`config.mk`:
```
export PLATFORM = sky130hd
export DESIGN_NAME = bcd_seg_scan_flat
export DESIGN_NICKNAME = d
export VERILOG_FILES = /design/src/rtl/bcd_disp_pkg.sv /design/src/rtl/bcd_seg_scan_if.sv /design/src/rtl/bcd_to_seg.sv /design/src/rtl/bcd_seg_scan.sv /design/src/flat_wrapper.sv
export SDC_FILE = /design/constraint.sdc
export NUM_CORES = 1
export LEC_CHECK = 0
export CAP_MARGIN = 20
export CORE_MARGIN = 2
export CORE_UTILIZATION = 50
export CTS_CLUSTER_SIZE = 40
export DETAILED_ROUTE_END_ITERATION = 10
export MAX_ROUTING_LAYER = met4
export PLACE_DENSITY = 0.85
export REMOVE_ABC_BUFFERS = 1
export SLEW_MARGIN = 40
export SYNTH_ARGS = -nofsm -noshare
export SYNTH_HDL_FRONTEND = slang
export SYNTH_SLANG_ARGS = --single-unit
```
`constraint.sdc`:
```
create_clock -name clk -period 2.6 [get_ports clk]
set_clock_uncertainty 0.2 [all_clocks]
set_input_delay 0.52 -clock clk [delete_from_list [all_inputs] [get_ports clk]]
set_output_delay 0.52 -clock clk [all_outputs]
set_load 0.05 [all_outputs]
```
`src/rtl/bcd_disp_pkg.sv`:
```
// bcd_disp_pkg
// Shared definitions for the multiplexed BCD 7-segment display driver:
// active-low segment patterns ({g,f,e,d,c,b,a}, 0 = segment lit) and the
// digit-scan state encoding.
package bcd_disp_pkg;

  localparam logic [6:0] SEG_0    = 7'b1000000;
  localparam logic [6:0] SEG_1    = 7'b1111001;
  localparam logic [6:0] SEG_2    = 7'b0100100;
  localparam logic [6:0] SEG_3    = 7'b0110000;
  localparam logic [6:0] SEG_4    = 7'b0011001;
  localparam logic [6:0] SEG_5    = 7'b0010010;
  localparam logic [6:0] SEG_6    = 7'b0000010;
  localparam logic [6:0] SEG_7    = 7'b1111000;
  localparam logic [6:0] SEG_8    = 7'b0000000;
  localparam logic [6:0] SEG_9    = 7'b0010000;
  // Non-BCD codes 10..15 show a lone middle bar.
  localparam logic [6:0] SEG_DASH = 7'b0111111;
  // All segments dark.
  localparam logic [6:0] SEG_OFF  = 7'h7F;

  // DIG0 drives the ones digit, DIG1 the tens digit.
  typedef enum logic [0:0] {
    DIG0 = 1'b0,
    DIG1 = 1'b1
  } scan_state_e;

endpackage

```
`src/rtl/bcd_seg_scan_if.sv`:
```
// bcd_seg_scan_if
// Bundles the display driver's data path: BCD digits, terminal-count pulse
// and enable going in; active-low segments, decimal point and anodes out.
//   en   : display enable
//   q0   : ones digit (BCD)
//   q1   : tens digit (BCD)
//   tc   : terminal-count pulse
//   seg  : segments {g,f,e,d,c,b,a}, active-low
//   dp   : decimal point, active-low
//   an   : digit anodes, active-low; an[0] ones, an[1] tens
// master = the side producing digits (counter / bench), slave = the driver.
interface bcd_seg_scan_if;

  logic       en;
  logic [3:0] q0;
  logic [3:0] q1;
  logic       tc;
  logic [6:0] seg;
  logic       dp;
  logic [1:0] an;

  modport master (
    output en, q0, q1, tc,
    input  seg, dp, an
  );

  modport slave (
    input  en, q0, q1, tc,
    output seg, dp, an
  );

endinterface

```
`src/rtl/bcd_to_seg.sv`:
```
// bcd_to_seg
// Purely combinational BCD to active-low 7-segment decoder.
//   bcd : 4-bit input code
//   seg : {g,f,e,d,c,b,a}, 0 = lit; codes 10..15 decode to a dash
module bcd_to_seg
  import bcd_disp_pkg::*;
(
  input  logic [3:0] bcd,
  output logic [6:0] seg
);

  // Digit lookup; anything that is not a decimal digit becomes a dash.
  always_comb begin
    seg = SEG_DASH;
    case (bcd)
      4'd0:    seg = SEG_0;
      4'd1:    seg = SEG_1;
      4'd2:    seg = SEG_2;
      4'd3:    seg = SEG_3;
      4'd4:    seg = SEG_4;
      4'd5:    seg = SEG_5;
      4'd6:    seg = SEG_6;
      4'd7:    seg = SEG_7;
      4'd8:    seg = SEG_8;
      4'd9:    seg = SEG_9;
      default: seg = SEG_DASH;
    endcase
  end

endmodule

```
`src/rtl/bcd_seg_scan.sv`:
```
// bcd_seg_scan
// Two-digit multiplexed common-anode display driver. Snapshots the ones/tens
// BCD digits once per refresh frame, alternates the two digit slots every
// SCAN_DIV clocks, blanks a leading tens zero (LZ_BLANK), shows a dash for
// non-BCD codes and lights the ones-digit decimal point for DP_HOLD frames
// after each terminal-count pulse.
//   clk : system clock, rising edge
//   rst : synchronous active-high reset
//   bus : bcd_seg_scan_if.slave (en, q0, q1, tc in; seg, dp, an out)
// All outputs are registered and lag the scan state by one clock.
module bcd_seg_scan
  import bcd_disp_pkg::*;
#(
  parameter int SCAN_DIV = 100000,
  parameter int DP_HOLD  = 50,
  parameter bit LZ_BLANK = 1'b1
) (
  input  logic            clk,
  input  logic            rst,
  bcd_seg_scan_if.slave   bus
);

  localparam int PW = (SCAN_DIV > 1) ? $clog2(SCAN_DIV) : 1;
  localparam int DW = (DP_HOLD > 0) ? $clog2(DP_HOLD + 1) : 1;
  localparam logic [PW-1:0] PCNT_MAX = PW'(SCAN_DIV - 1);
  localparam logic [DW-1:0] DPC_LOAD = DW'(DP_HOLD);

  logic [PW-1:0] pcnt_r;
  scan_state_e   state_r;
  scan_state_e   state_nxt_s;
  logic [3:0]    s0_r;
  logic [3:0]    s1_r;
  logic [DW-1:0] dpc_r;
  logic          run_r;
  logic          tick_s;
  logic          load_s;
  logic          frame_s;
  logic [3:0]    digit_s;
  logic [6:0]    dec_s;
  logic [6:0]    seg_nxt_s;
  logic          dp_nxt_s;
  logic [1:0]    an_nxt_s;

  assign tick_s  = (pcnt_r == PCNT_MAX);
  // Snapshot point: first cycle of the ones slot.
  assign load_s  = bus.en && (state_r == DIG0) && (pcnt_r == {PW{1'b0}});
  // Frame boundary: the tens slot is ending.
  assign frame_s = bus.en && tick_s && (state_r == DIG1);

  // Slot prescaler; held at zero while the display is disabled.
  always_ff @(posedge clk) begin
    if (rst) begin
      pcnt_r <= {PW{1'b0}};
    end else if (!bus.en || tick_s) begin
      pcnt_r <= {PW{1'b0}};
    end else begin
      pcnt_r <= pcnt_r + PW'(1);
    end
  end

  // Scan FSM state register.
  always_ff @(posedge clk) begin
    if (rst) begin
      state_r <= DIG0;
    end else begin
      state_r <= state_nxt_s;
    end
  end

  // Scan FSM next-state: alternate slots on each tick, restart at ones when disabled.
  always_comb begin
    state_nxt_s = state_r;
    if (!bus.en) begin
      state_nxt_s = DIG0;
    end else begin
      case (state_r)
        DIG0:    state_nxt_s = tick_s ? DIG1 : DIG0;
        DIG1:    state_nxt_s = tick_s ? DIG0 : DIG1;
        default: state_nxt_s = DIG0;
      endcase
    end
  end

  // Frame snapshot of both digits so a frame never mixes two samples.
  always_ff @(posedge clk) begin
    if (rst) begin
      s0_r <= 4'd0;
      s1_r <= 4'd0;
    end else if (load_s) begin
      s0_r <= bus.q0;
      s1_r <= bus.q1;
    end else begin
      s0_r <= s0_r;
      s1_r <= s1_r;
    end
  end

  // Decimal-point stretcher: tc reloads (and wins), frames count it down.
  always_ff @(posedge clk) begin
    if (rst) begin
      dpc_r <= {DW{1'b0}};
    end else if (bus.tc) begin
      dpc_r <= DPC_LOAD;
    end else if (frame_s && (dpc_r != {DW{1'b0}})) begin
      dpc_r <= dpc_r - DW'(1);
    end else begin
      dpc_r <= dpc_r;
    end
  end

  // Scan-running flag; outputs stay dark for the first cycle after enable so
  // the first lit slot already shows the fresh snapshot.
  always_ff @(posedge clk) begin
    if (rst) begin
      run_r <= 1'b0;
    end else begin
      run_r <= bus.en;
    end
  end

  // Digit select for the single decoder. On the snapshot cycle the shadow is
  // being written this very edge, so the incoming q0 is passed through to keep
  // the first ones-slot cycle consistent with the rest of the slot.
  always_comb begin
    digit_s = s0_r;
    if (state_r == DIG1) begin
      digit_s = s1_r;
    end else if (load_s) begin
      digit_s = bus.q0;
    end else begin
      digit_s = s0_r;
    end
  end

  bcd_to_seg u_dec (
    .bcd (digit_s),
    .seg (dec_s)
  );

  // Scan FSM output decode into next values of the output registers.
  always_comb begin
    seg_nxt_s = SEG_OFF;
    dp_nxt_s  = 1'b1;
    an_nxt_s  = 2'b11;
    if (run_r) begin
      case (state_r)
        DIG0: begin
          seg_nxt_s = dec_s;
          an_nxt_s  = 2'b10;
          dp_nxt_s  = (dpc_r == {DW{1'b0}});
        end
        DIG1: begin
          if (LZ_BLANK && (s1_r == 4'd0)) begin
            seg_nxt_s = SEG_OFF;
            an_nxt_s  = 2'b11;
          end else begin
            seg_nxt_s = dec_s;
            an_nxt_s  = 2'b01;
          end
        end
        default: begin
          seg_nxt_s = SEG_OFF;
          an_nxt_s  = 2'b11;
        end
      endcase
    end else begin
      seg_nxt_s = SEG_OFF;
      dp_nxt_s  = 1'b1;
      an_nxt_s  = 2'b11;
    end
  end

  // Output registers.
  always_ff @(posedge clk) begin
    if (rst) begin
      bus.seg <= SEG_OFF;
      bus.dp  <= 1'b1;
      bus.an  <= 2'b11;
    end else begin
      bus.seg <= seg_nxt_s;
      bus.dp  <= dp_nxt_s;
      bus.an  <= an_nxt_s;
    end
  end

endmodule
```
`src/flat_wrapper.sv`:
```
// flat-port wrapper written by rule: the top's interface ports become plain ports
module bcd_seg_scan_flat import bcd_disp_pkg::*;
#(
  parameter int SCAN_DIV = 100000,
  parameter int DP_HOLD  = 50,
  parameter bit LZ_BLANK = 1'b1
)
  (clk, rst, bus_en, bus_q0, bus_q1, bus_tc, bus_seg, bus_dp, bus_an);
  bcd_seg_scan_if bus_i ();
  input  logic clk;
  input  logic rst;
  input wire logic [$bits(bus_i.en)-1:0] bus_en;
  input wire logic [$bits(bus_i.q0)-1:0] bus_q0;
  input wire logic [$bits(bus_i.q1)-1:0] bus_q1;
  input wire logic [$bits(bus_i.tc)-1:0] bus_tc;
  output wire logic [$bits(bus_i.seg)-1:0] bus_seg;
  output wire logic [$bits(bus_i.dp)-1:0] bus_dp;
  output wire logic [$bits(bus_i.an)-1:0] bus_an;
  assign bus_i.en = bus_en;
  assign bus_i.q0 = bus_q0;
  assign bus_i.q1 = bus_q1;
  assign bus_i.tc = bus_tc;
  assign bus_seg = bus_i.seg;
  assign bus_dp = bus_i.dp;
  assign bus_an = bus_i.an;
  bcd_seg_scan #(.SCAN_DIV(SCAN_DIV), .DP_HOLD(DP_HOLD), .LZ_BLANK(LZ_BLANK)) u_core (.clk(clk), .rst(rst), .bus(bus_i));
endmodule
```
==> reports/results.ini, run 1 <==
[status]
status = complete, no violations

[logic_synthesis]
yosys-top-cells-area = dfxtp_1, nor2_1, ha_1
synth.avg_cell_area_sq_um = 9.20
synthesis.area_sq_um = 2020
yosysTopAreaCellShare_pct = 42.5
synth_fa_ha_area_share_pct = 5.56
synth-seq-cells = 43
synth.distinct_cells = 39
synthArstFlopShare_pct = 0
synth_compound_area_share_pct = 10.3
synth_xor_area_share_pct = 9.09
synthSimpleGateAreaFrac_pct = 24.4
synth_edf_count = 0
synth_ff_type = dfxtp_1
netlist_instances = 220
yosysSeqAreaShare_pct = 42.5
synth_area_leader_cell = dfxtp_1
synth.area.mux_share_pct = 3.52
ys.warnings.count = 0
synth_top_family_by_area = simple AND/OR/NAND/NOR gates

[setup_path]
crit_type = flip-flop to flip-flop
r2r_cells = 10
path_cells = inv_1 -> ha_1 -> nor4b_2 -> buf_4 -> nand4_1 -> buf_4 -> o21ai_1 -> a31oi_2 -> mux2_1 -> o21ai_1
crit_fanout = 6
cp_slowest_cell = mux2_1
cp_data_required_time_ns = 2.62
start_kind = flip-flop
max_stage_delay_ns = 0.38
r2r_end = u_core.bus.seg[6]
crit_arrival_ns = 2.43
r2r-start = u_core.pcnt_r[0]
r2r_slack_ns = 0.20
crit_path_end_kind = flip-flop

[layout]
multi_input_area_sq_um = 1080
drive_gt1_share_pct = 12.2
syn_to_final_growth_pct = 21.9
regArea_sq_um = 861
fin_nets = 274
fin_util_pct = 62.6
fin_area_sq_um = 2470
n_antenna_cell = 0
nFillCells = 337

[floorplan]
fp.dieH_um = 67.6
top_level_ports = 22
floorplan.initialDensity_pct = 51.3
coreArea_sq_um = 3940
die_x_um = 67.6
dieArea_sq_um = 4570
num_rows = 23

[clock_network]
clock_sinks = 43
cts_buffers = 5
cts_setup_buffers = 0
ctsHoldBuffers = 0
cts-resized-gates = 0
htreeDepth = 2
clk_latency_ns = 0.30
clockBufferDepth = 2
cts_tree = done
cts_root_buf = clkbuf_8
clk_pin_slew_ns = 0.08

[timing]
whs_ns = 0.284
hold_viol = 0
slew_headroom_pct = 67.1
worst_pin_slew_ns = 0.492
setup_viol = 0
fmax_ghz = 0.416
maxSlewViolCount = 0
post-route-period-util_pct = 92.4
period_needed_ns = 2.40
rsz0062_at_grt = false
finalSetupTns_ns = 0

[global_routing]
grt-ovfl-total = 0
grt_pass1_vias = 1428
grt_max_degree = 16
grt_usage_pct = 18.6
antenna_found_initial = 0
grt_pass1_wl_mm = 6.27

[drt]
drt_iter0_markers = 60
routed_wl_mm = 3.81
ant_nets = 0
wl_per_cell_um = 12.5
first_pass_iters = 4
drc = 0
vias = 1596
drt-vias-per-instance = 5.25

[run]
max_cap_violations = 0

[placement]
numPortBuffers = 21
place_congestion = 0.829
dpl.hpwl_mm = 2.77
placed_cell_area_sq_um = 2340

[pwr]
power.leakage_nw = 0.985
power_density_nw_per_um2 = 571
power_mw = 1.41
ir_worst_vdd_mv = 0.309

[worst_hold_path]
hold_class = flip-flop to flip-flop
hold-path-cell-count = 1
whs_endpoint = u_core.pcnt_r[0]
hp-start = u_core.pcnt_r[0]

cells in the final DEF (no fill, tap or decap), drive strengths merged, types with 3 or more instances in the layout:
cell type,n
nand3,8
and3,8
ha,9
and4,3
xnor2,12
nand4,6
clkdlybuf4s50,21
buf,9
nand2,9
dfxtp,43
o21ai,8
a31oi,4
inv,18
a32oi,4
clkbuf,6
xor2,9
mux2i,6
nor3,5
a21oi,11
nor4,5
nor2,34
how the worst max path moves through the flow:
stage / from / end / slack [ns] / cells after the start
after global placement: bus_en / u_core.bus.seg[3] / 0.02 / 8
after CTS: u_core.pcnt_r[0] / u_core.bus.seg[5] / 0.10 / 11
after global routing: u_core.pcnt_r[0] / u_core.bus.seg[5] / 0.0006 / 11
after floorplan: u_core.pcnt_r[0] / u_core.bus.seg[1] / 0.18 / 10
final: u_core.pcnt_r[0] / u_core.bus.seg[6] / 0.20 / 10
after detailed placement: bus_en / u_core.bus.seg[3] / -0.06 / 8
cell type report:
class	instances	share of cell area [%]
multi-input cells	154	43.7
flip-flops and latches	43	34.9
repair buffers	30	11.3
clock buffers	6	3.35
inverters	19	2.89
well taps	50	2.53
clock inverters	2	1.42
metrics by stage:
stage	setup WS, ns	std cells
2_1_floorplan	0.180	216
3_3_place_gp	0.0174	296
3_5_place_dp	-0.0581	296
5_1_grt	0.000576	304
4_1_cts	0.105	304
6_report	0.199	304
critical path, delay by kind of cell, from the launching register on:
family,cells,cell delay [ns]
flip-flops,1,0.35
adder cells (fa/ha/maj),1,0.13
multiplexers,1,0.38
AND/OR/NAND/NOR,2,0.35
buffers and inverters,3,0.41
AO/OA/AOI/OAI,3,0.52
cell families after synthesis:
family / Yosys count
AO/OA/AOI/OAI: 30
XOR/XNOR: 21
adder cells (fa/ha/maj): 9
buffers and inverters: 23
flip-flops: 43
multiplexers: 7
AND/OR/NAND/NOR: 87
state kept, by name (all words and copies together) (netlist names):
signal,count
u_core.bus.seg,7
u_core.pcnt_r,17
u_core.bus.an,2
u_core.dpc_r,6
u_core.state_r,1
u_core.run_r,1
u_core.bus.dp,1
u_core.s0_r,4
u_core.s1_r,4
cell usage after synthesis, types with 2 or more instances:
cell type,count
a21oi_1,11
a31oi_2,2
a32oi_1,4
and2_1,2
and3_1,8
and4_1,2
clkbuf_1,3
dfxtp_1,43
ha_1,9
inv_1,18
mux2i_1,6
nand2_1,9
nand2b_1,2
nand3_1,7
nand4_1,5
nor2_1,34
nor3_1,5
nor4_1,3
nor4b_2,2
o21ai_0,2
o21ai_1,6
xnor2_1,12
xor2_1,9
report_power, final:
group	leakage (nW)	internal [mW]	switching (mW)
Combinational	0.573	0.0807	0.102
Sequential	0.351	0.678	0.0105
Clock	0.0612	0.311	0.229
Total	0.985	1.07	0.341
layer usage:
metal | share of wire, % | global-route usage, %
met1 | 47 | 22.7
met2 | 49 | 30.4
met3 | 3.5 | 4.50
met4 | 0.92 | 5.36
met5 | 0 | -
Note: power is estimated with default switching activity, not from simulation.
==> inputs of run 2 (changes only) <==
--- a/config.mk
+++ b/config.mk
@@ -8,8 +8,8 @@
 export CAP_MARGIN = 20
 export CORE_MARGIN = 2
 export CORE_UTILIZATION = 50
-export CTS_CLUSTER_SIZE = 40
 export DETAILED_ROUTE_END_ITERATION = 10
+export HOLD_SLACK_MARGIN = 0.1
 export MAX_ROUTING_LAYER = met4
 export PLACE_DENSITY = 0.85
 export REMOVE_ABC_BUFFERS = 1
==> results of run 2 <==
No change in the layout: final DEF, timing and power equal those of run 1.
